## config.mk

```make
export PLATFORM = sky130hd
export DESIGN_NAME = clk_ratio_meter
export DESIGN_NICKNAME = d
export VERILOG_FILES = /design/src/rtl/clk_meas_pkg.sv /design/src/rtl/edge_sync.sv /design/src/rtl/clk_ratio_meter.sv
export SDC_FILE = /design/constraint.sdc
export NUM_CORES = 1
export LEC_CHECK = 0
export ABC_CLOCK_PERIOD_IN_PS = 2850
export BUFFER_PORTS_ARGS = -buffer_cell sky130_fd_sc_hd__buf_2
export CAP_MARGIN = 20
export CELL_PAD_IN_SITES_DETAIL_PLACEMENT = 1
export CELL_PAD_IN_SITES_GLOBAL_PLACEMENT = 1
export CORE_ASPECT_RATIO = 1.1
export CORE_MARGIN = 4
export CORE_UTILIZATION = 30
export DETAILED_ROUTE_END_ITERATION = 6
export GPL_ROUTABILITY_DRIVEN = 0
export PLACE_DENSITY_LB_ADDON = 0.1
export RECOVER_POWER = 25
export REMOVE_ABC_BUFFERS = 1
export SLEW_MARGIN = 40
export SYNTH_ARGS = -nofsm -noshare
export SYNTH_HDL_FRONTEND = slang
export SYNTH_SLANG_ARGS = --single-unit
```

## constraint.sdc

```tcl
create_clock -name clk_in -period 2.85 [get_ports clk_in]
set_input_delay 0.285 -clock clk_in [delete_from_list [all_inputs] [get_ports clk_in]]
set_output_delay 0.285 -clock clk_in [all_outputs]
set_load 0.03 [all_outputs]
```

## src/rtl/clk_meas_pkg.sv

```systemverilog
// Shared types and default sizing for the divided-clock ratio meter.
package clk_meas_pkg;

  localparam int MAX_DIV_DEF   = 255;
  localparam int LOCK_N_DEF    = 4;
  localparam int CNT_WIDTH_DEF = $clog2(MAX_DIV_DEF + 1);

  typedef enum logic [1:0] {
    ST_IDLE = 2'd0,
    ST_SYNC = 2'd1,
    ST_HIGH = 2'd2,
    ST_LOW  = 2'd3
  } meas_state_e;

endpackage

```

## src/rtl/edge_sync.sv

```systemverilog
// Two-flop synchronizer for an asynchronous level, plus an edge flop that
// yields registered one-cycle rise/fall strobes aligned with the level.
module edge_sync (
  input  logic clk_in,
  input  logic rst_n,
  input  logic sig_in,
  output logic level,
  output logic rise,
  output logic fall
);

  logic sync1_q, sync2_q, sync3_q;
  logic rise_q, fall_q;

  always_ff @(posedge clk_in) begin
    if (!rst_n) begin
      sync1_q <= 1'b0;
      sync2_q <= 1'b0;
      sync3_q <= 1'b0;
      rise_q  <= 1'b0;
      fall_q  <= 1'b0;
    end else begin
      sync1_q <= sig_in;
      sync2_q <= sync1_q;
      sync3_q <= sync2_q;
      rise_q  <= sync2_q & ~sync3_q;
      fall_q  <= ~sync2_q & sync3_q;
    end
  end

  assign level = sync3_q;
  assign rise  = rise_q;
  assign fall  = fall_q;

endmodule

```

## src/rtl/clk_ratio_meter.sv

```systemverilog
// Measures high/low/period of a divided clock in clk_in cycles, with lock
// detection over repeated equal periods and a stuck-input timeout.
//   state   | meaning
//   IDLE    | disabled, counters cleared
//   SYNC    | waiting for first rise, partial period discarded
//   HIGH    | counting high phase
//   LOW     | counting low phase, rise completes a measurement
module clk_ratio_meter
  import clk_meas_pkg::*;
#(
  parameter int MAX_DIV   = MAX_DIV_DEF,
  parameter int LOCK_N    = LOCK_N_DEF,
  parameter int CNT_WIDTH = $clog2(MAX_DIV + 1)
) (
  input  logic                 clk_in,
  input  logic                 rst_n,
  input  logic                 en,
  input  logic                 sig_in,
  output logic [CNT_WIDTH-1:0] high_time,
  output logic [CNT_WIDTH-1:0] low_time,
  output logic [CNT_WIDTH:0]   period,
  output logic                 meas_valid,
  output logic                 locked,
  output logic                 timeout
);

  localparam logic [CNT_WIDTH-1:0] CNT_MAX   = CNT_WIDTH'(MAX_DIV);
  localparam logic [CNT_WIDTH-1:0] CNT_ONE   = CNT_WIDTH'(1);
  localparam logic [3:0]           MATCH_TOP = 4'(LOCK_N - 1);

  logic rise, fall;

  meas_state_e          state_q, state_d;
  logic [CNT_WIDTH-1:0] hcnt_q, hcnt_d, lcnt_q, lcnt_d;
  logic [CNT_WIDTH-1:0] high_q, high_d, low_q, low_d;
  logic [CNT_WIDTH:0]   period_q, period_d, prev_q, prev_d;
  logic [CNT_WIDTH:0]   sum;
  logic [3:0]           match_q, match_d;
  logic                 first_q, first_d;
  logic                 valid_q, valid_d, locked_q, locked_d, timeout_q, timeout_d;
  logic                 to_evt;

  edge_sync u_edge_sync (
    .clk_in (clk_in),
    .rst_n  (rst_n),
    .sig_in (sig_in),
    .level  (),
    .rise   (rise),
    .fall   (fall)
  );

  assign sum = {1'b0, hcnt_q} + {1'b0, lcnt_q};

  always_comb begin
    state_d   = state_q;
    hcnt_d    = hcnt_q;
    lcnt_d    = lcnt_q;
    high_d    = high_q;
    low_d     = low_q;
    period_d  = period_q;
    prev_d    = prev_q;
    match_d   = match_q;
    first_d   = first_q;
    locked_d  = locked_q;
    valid_d   = 1'b0;
    timeout_d = 1'b0;
    to_evt    = 1'b0;

    if (!en) begin
      state_d  = ST_IDLE;
      hcnt_d   = '0;
      lcnt_d   = '0;
      first_d  = 1'b1;
      locked_d = 1'b0;
    end else begin
      unique case (state_q)
        ST_IDLE: begin
          hcnt_d  = '0;
          lcnt_d  = '0;
          first_d = 1'b1;
          state_d = ST_SYNC;
        end
        ST_SYNC: begin
          if (rise) begin
            state_d = ST_HIGH;
            hcnt_d  = CNT_ONE;
          end
        end
        ST_HIGH: begin
          if (fall) begin
            state_d = ST_LOW;
            lcnt_d  = CNT_ONE;
          end else if (hcnt_q == CNT_MAX) begin
            to_evt = 1'b1;
          end else begin
            hcnt_d = hcnt_q + CNT_ONE;
          end
        end
        ST_LOW: begin
          if (rise) begin
            high_d   = hcnt_q;
            low_d    = lcnt_q;
            period_d = sum;
            valid_d  = 1'b1;
            state_d  = ST_HIGH;
            hcnt_d   = CNT_ONE;
            prev_d   = sum;
            first_d  = 1'b0;
            // The first period after (re)sync never counts as a repeat.
            if (!first_q && (sum == prev_q))
              match_d = (match_q == MATCH_TOP) ? match_q : match_q + 4'd1;
            else
              match_d = 4'd0;
            locked_d = (match_d == MATCH_TOP);
          end else if (lcnt_q == CNT_MAX) begin
            to_evt = 1'b1;
          end else begin
            lcnt_d = lcnt_q + CNT_ONE;
          end
        end
        default: state_d = ST_IDLE;
      endcase

      if (to_evt) begin
        timeout_d = 1'b1;
        locked_d  = 1'b0;
        match_d   = 4'd0;
        first_d   = 1'b1;
        state_d   = ST_SYNC;
      end
    end
  end

  always_ff @(posedge clk_in) begin
    if (!rst_n) begin
      state_q   <= ST_IDLE;
      hcnt_q    <= '0;
      lcnt_q    <= '0;
      high_q    <= '0;
      low_q     <= '0;
      period_q  <= '0;
      prev_q    <= '0;
      match_q   <= 4'd0;
      first_q   <= 1'b1;
      valid_q   <= 1'b0;
      locked_q  <= 1'b0;
      timeout_q <= 1'b0;
    end else begin
      state_q   <= state_d;
      hcnt_q    <= hcnt_d;
      lcnt_q    <= lcnt_d;
      high_q    <= high_d;
      low_q     <= low_d;
      period_q  <= period_d;
      prev_q    <= prev_d;
      match_q   <= match_d;
      first_q   <= first_d;
      valid_q   <= valid_d;
      locked_q  <= locked_d;
      timeout_q <= timeout_d;
    end
  end

  assign high_time  = high_q;
  assign low_time   = low_q;
  assign period     = period_q;
  assign meas_valid = valid_q;
  assign locked     = locked_q;
  assign timeout    = timeout_q;

endmodule

```

==> results.cfg <==
[status]
status = completed

[layout]
fin_nets = 411
diodes = 0
drive_above_1_share_pct = 9.34
areaGrowthSynthToFinish_pct = 11.6
fin_util_pct = 35.0

[critical_path]
start_kind = flop
critPathRequiredTime_ns = 3.11
crit_chain = ha_1 > inv_1 > fa_1 > xnor2_1 > nor3_1 > nand4_1 > or3_1 > nor4_2 > o211ai_1 > nand2_1
cp_slowest_cell = fa_1
max_stage_delay_ns = 0.49
worstSetupPathType = reg2reg
cp-end-kind = flop
crit_fanout = 7
arrival_ns = 2.88

[power_and_ir_drop]
swShare_pct = 23.5
switchingPower_mw = 0.299
irDropWorstVdd_uv = 165
p_leak_nw = 1.25
total_power_mw = 1.27
p_comb_share_pct = 2.5
power_density_nw_per_um2 = 381
intPower_mw = 0.973
pwr-share-seq_pct = 62.1
p_clk_share_pct = 35.4

[logic_synthesis]
synthAdderAreaFrac_pct = 5.27
synthFlopType = dfxtp_1
post-synth-top-count-cell = nand2_1
async_flop_share_pct = 0
synth_top_area_share_pct = 37.5
synthCells = 366
yosys.area_share.simple_pct = 25.9
synth_xor_area_share_pct = 7.49
synth_area_leaders = dfxtp_1, nand2_1, a21boi_0
syn_avg_cell_area_um2 = 8.17
synth_compound_area_share_pct = 18.6
synth_top_family_by_area = simple AND/OR/NAND/NOR gates
synth_common_cells = nand2_1, dfxtp_1, nor2_1, a21boi_0, a21oi_1
synth_seq_cells = 56
syn_area_um2 = 2990
synth.area.mux_share_pct = 2.09
yosysUniqueCellTypes = 58
yosys.area.top_type = dfxtp_1
synth_edf_count = 0
yosysSeqAreaShare_pct = 37.5
yosysWarnings = 0

[global_routing]
grt_max_degree = 23
antenna_found_initial = 0
grt_pass1_wl_mm = 13.8
track_usage_pct = 15.1
grt_pass1_vias = 2713
grt_overflow = 0

[job]
cap_viol_max_count = 0

[routing]
vias = 2643
route.detailed.wl_per_inst_um = 16.3
vias_per_cell = 5.15
drtIter0Drc = 49
drt_wl_total_mm = 8.39
drt_first_pass_iters = 4
ant_nets = 0
drc = 0

[floorplanning]
die_x_um = 103
die_area_um2 = 11600
dieHeight_um = 113
start_util_pct = 31.4
fp.coreArea_um2 = 9540
rows = 37
io_pins = 32

[clock_network]
cts_setup_buffers = 0
clk_pin_slew_ns = 0.11
cts_tree = built
clkSinkCount = 56
htree_levels = 2
clk_path_buf_depth = 2
clockRootBuffer = clkbuf_8
numCtsBuffers = 5
clk_latency_ns = 0.32

[timing]
grt_setup_unrepaired = no
maxSlewViolCount = 0
fin_crit_sh_pct = 92.0
max_freq_mhz = 381
finalHoldViolCount = 0
setup_viol = 0
finClkSkew_ns = 0.0127
slew_headroom_pct = 44.8
min_period_ns = 2.62
tightest_slew_ns = 0.827
tns_ns = 0

[place]
hpwl_mm = 6.52
numPortBuffers = 31

[worst_hold_path]
hold_path_class = in2reg
-- critical path: cells and delay by family, from the launching register on --
| kind | cells | cell delay [ns] |
|---|---|---|
| buffers and inverters | 1 | 0.06 |
| adders and majority gates | 2 | 0.72 |
| AOI/OAI and AO/OA | 1 | 0.14 |
| xor gates and xnor gates | 1 | 0.16 |
| and+or+nand+nor | 5 | 1.02 |
| DFF | 1 | 0.47 |
-- sequential cells by signal, summed over array words and instances, names as in the netlist --
signal               cells
u_edge_sync.fall         1
match_q                  4
u_edge_sync.sync2_q      1
hcnt_q                   8
timeout                  1
lcnt_q                   8
u_edge_sync.rise         1
high_time                8
meas_valid               1
prev_q                   9
first_q                  1
u_edge_sync.level        1
u_edge_sync.sync1_q      1
state_q                  2
locked                   1
low_time                 8
-- what timing repair did --
item / CTS / global route
resized for setup: 0 / 1
setup endpoints to repair: 0 / 2
hold buffers: 0 / 0
-- kinds of logic (layout without fill, tap and decap cells) --
group           Yosys count  count (layout)
compound gates           79              79
xor+xnor                 24              24
fa+ha+maj                12              12
buf+inv                  24              54
flops                    56              56
mux                       6               6
simple gates            165             165
-- routing by layer --
metal / wire, um / track usage [%] / vias to the layer above
li1: - / - / 1325
met1: 3910 / 19.4 / 1287
met2: 4200 / 26.0 / 23
met3: 173 / 2.59 / 8
met4: 109 / 3.71 / 0
met5: 0 / 0 / -
-- final timing paths --
check                         start  cells after the start  slack, ns                   to
setup / recovery          hcnt_q[0]                     10       0.23           match_q[0]
setup reg to reg          hcnt_q[0]                     10       0.23           match_q[0]
hold reg to reg   u_edge_sync.level                      1       0.41     u_edge_sync.rise
hold / removal               sig_in                      2       0.17  u_edge_sync.sync1_q
-- final cells by class --
cell class | count | area, um2
fillers | 1193 | 6200
multi-input cells | 286 | 1780
flip-flops and latches | 56 | 1120
repair buffers | 36 | 169
well taps | 117 | 146
clock buffers | 6 | 72.6
inverters | 10 | 37.5
clock inverters | 2 | 13.8
-- power by group through the flow --
| stage | sequential [mW] | combinational [mW] | clock [mW] |
|---|---|---|---|
| 6_report | 0.790 | 0.0322 | 0.450 |
| 2_1_floorplan | 0.806 | 0.0170 | 0 |
| 4_1_cts | 0.790 | 0.0336 | 0.481 |
| 3_3_place_gp | 0.808 | 0.0332 | 0 |
| 3_5_place_dp | 0.808 | 0.0337 | 0 |
| 5_1_grt | 0.791 | 0.0363 | 0.514 |
-- through the flow --
step                      hold WS [ns]  setup slack, ns  area (um2)  instances
after global routing             0.177         0.000542        3340        513
after floorplan                  0.384            0.549        2930        352
after global placement           0.389            0.339        3270        505
final                            0.172            0.229        3340        513
after detailed placement         0.403            0.266        3270        505
after CTS                        0.161            0.211        3360        513
-- layout by cell type, fill, tap and decap left out, types with 2 or more instances in the layout --
cell	n
a21boi_0	19
a21o_1	4
a21oi_1	15
a311oi_1	2
and2_1	10
and3_1	4
buf_2	15
buf_4	4
clkbuf_1	18
clkbuf_8	5
dfxtp_1	56
ha_1	11
inv_1	9
mux2_2	2
mux2i_1	4
nand2_1	69
nand2b_1	2
nand3_1	13
nand3b_1	2
nand4_1	5
nor2_1	33
nor2b_1	5
nor3_1	6
o2111ai_1	2
o211ai_1	2
o21ai_0	13
o21ai_1	3
or2_2	3
or3_1	4
xnor2_1	13
xor2_1	10
(Power assumes the default switching activity.)
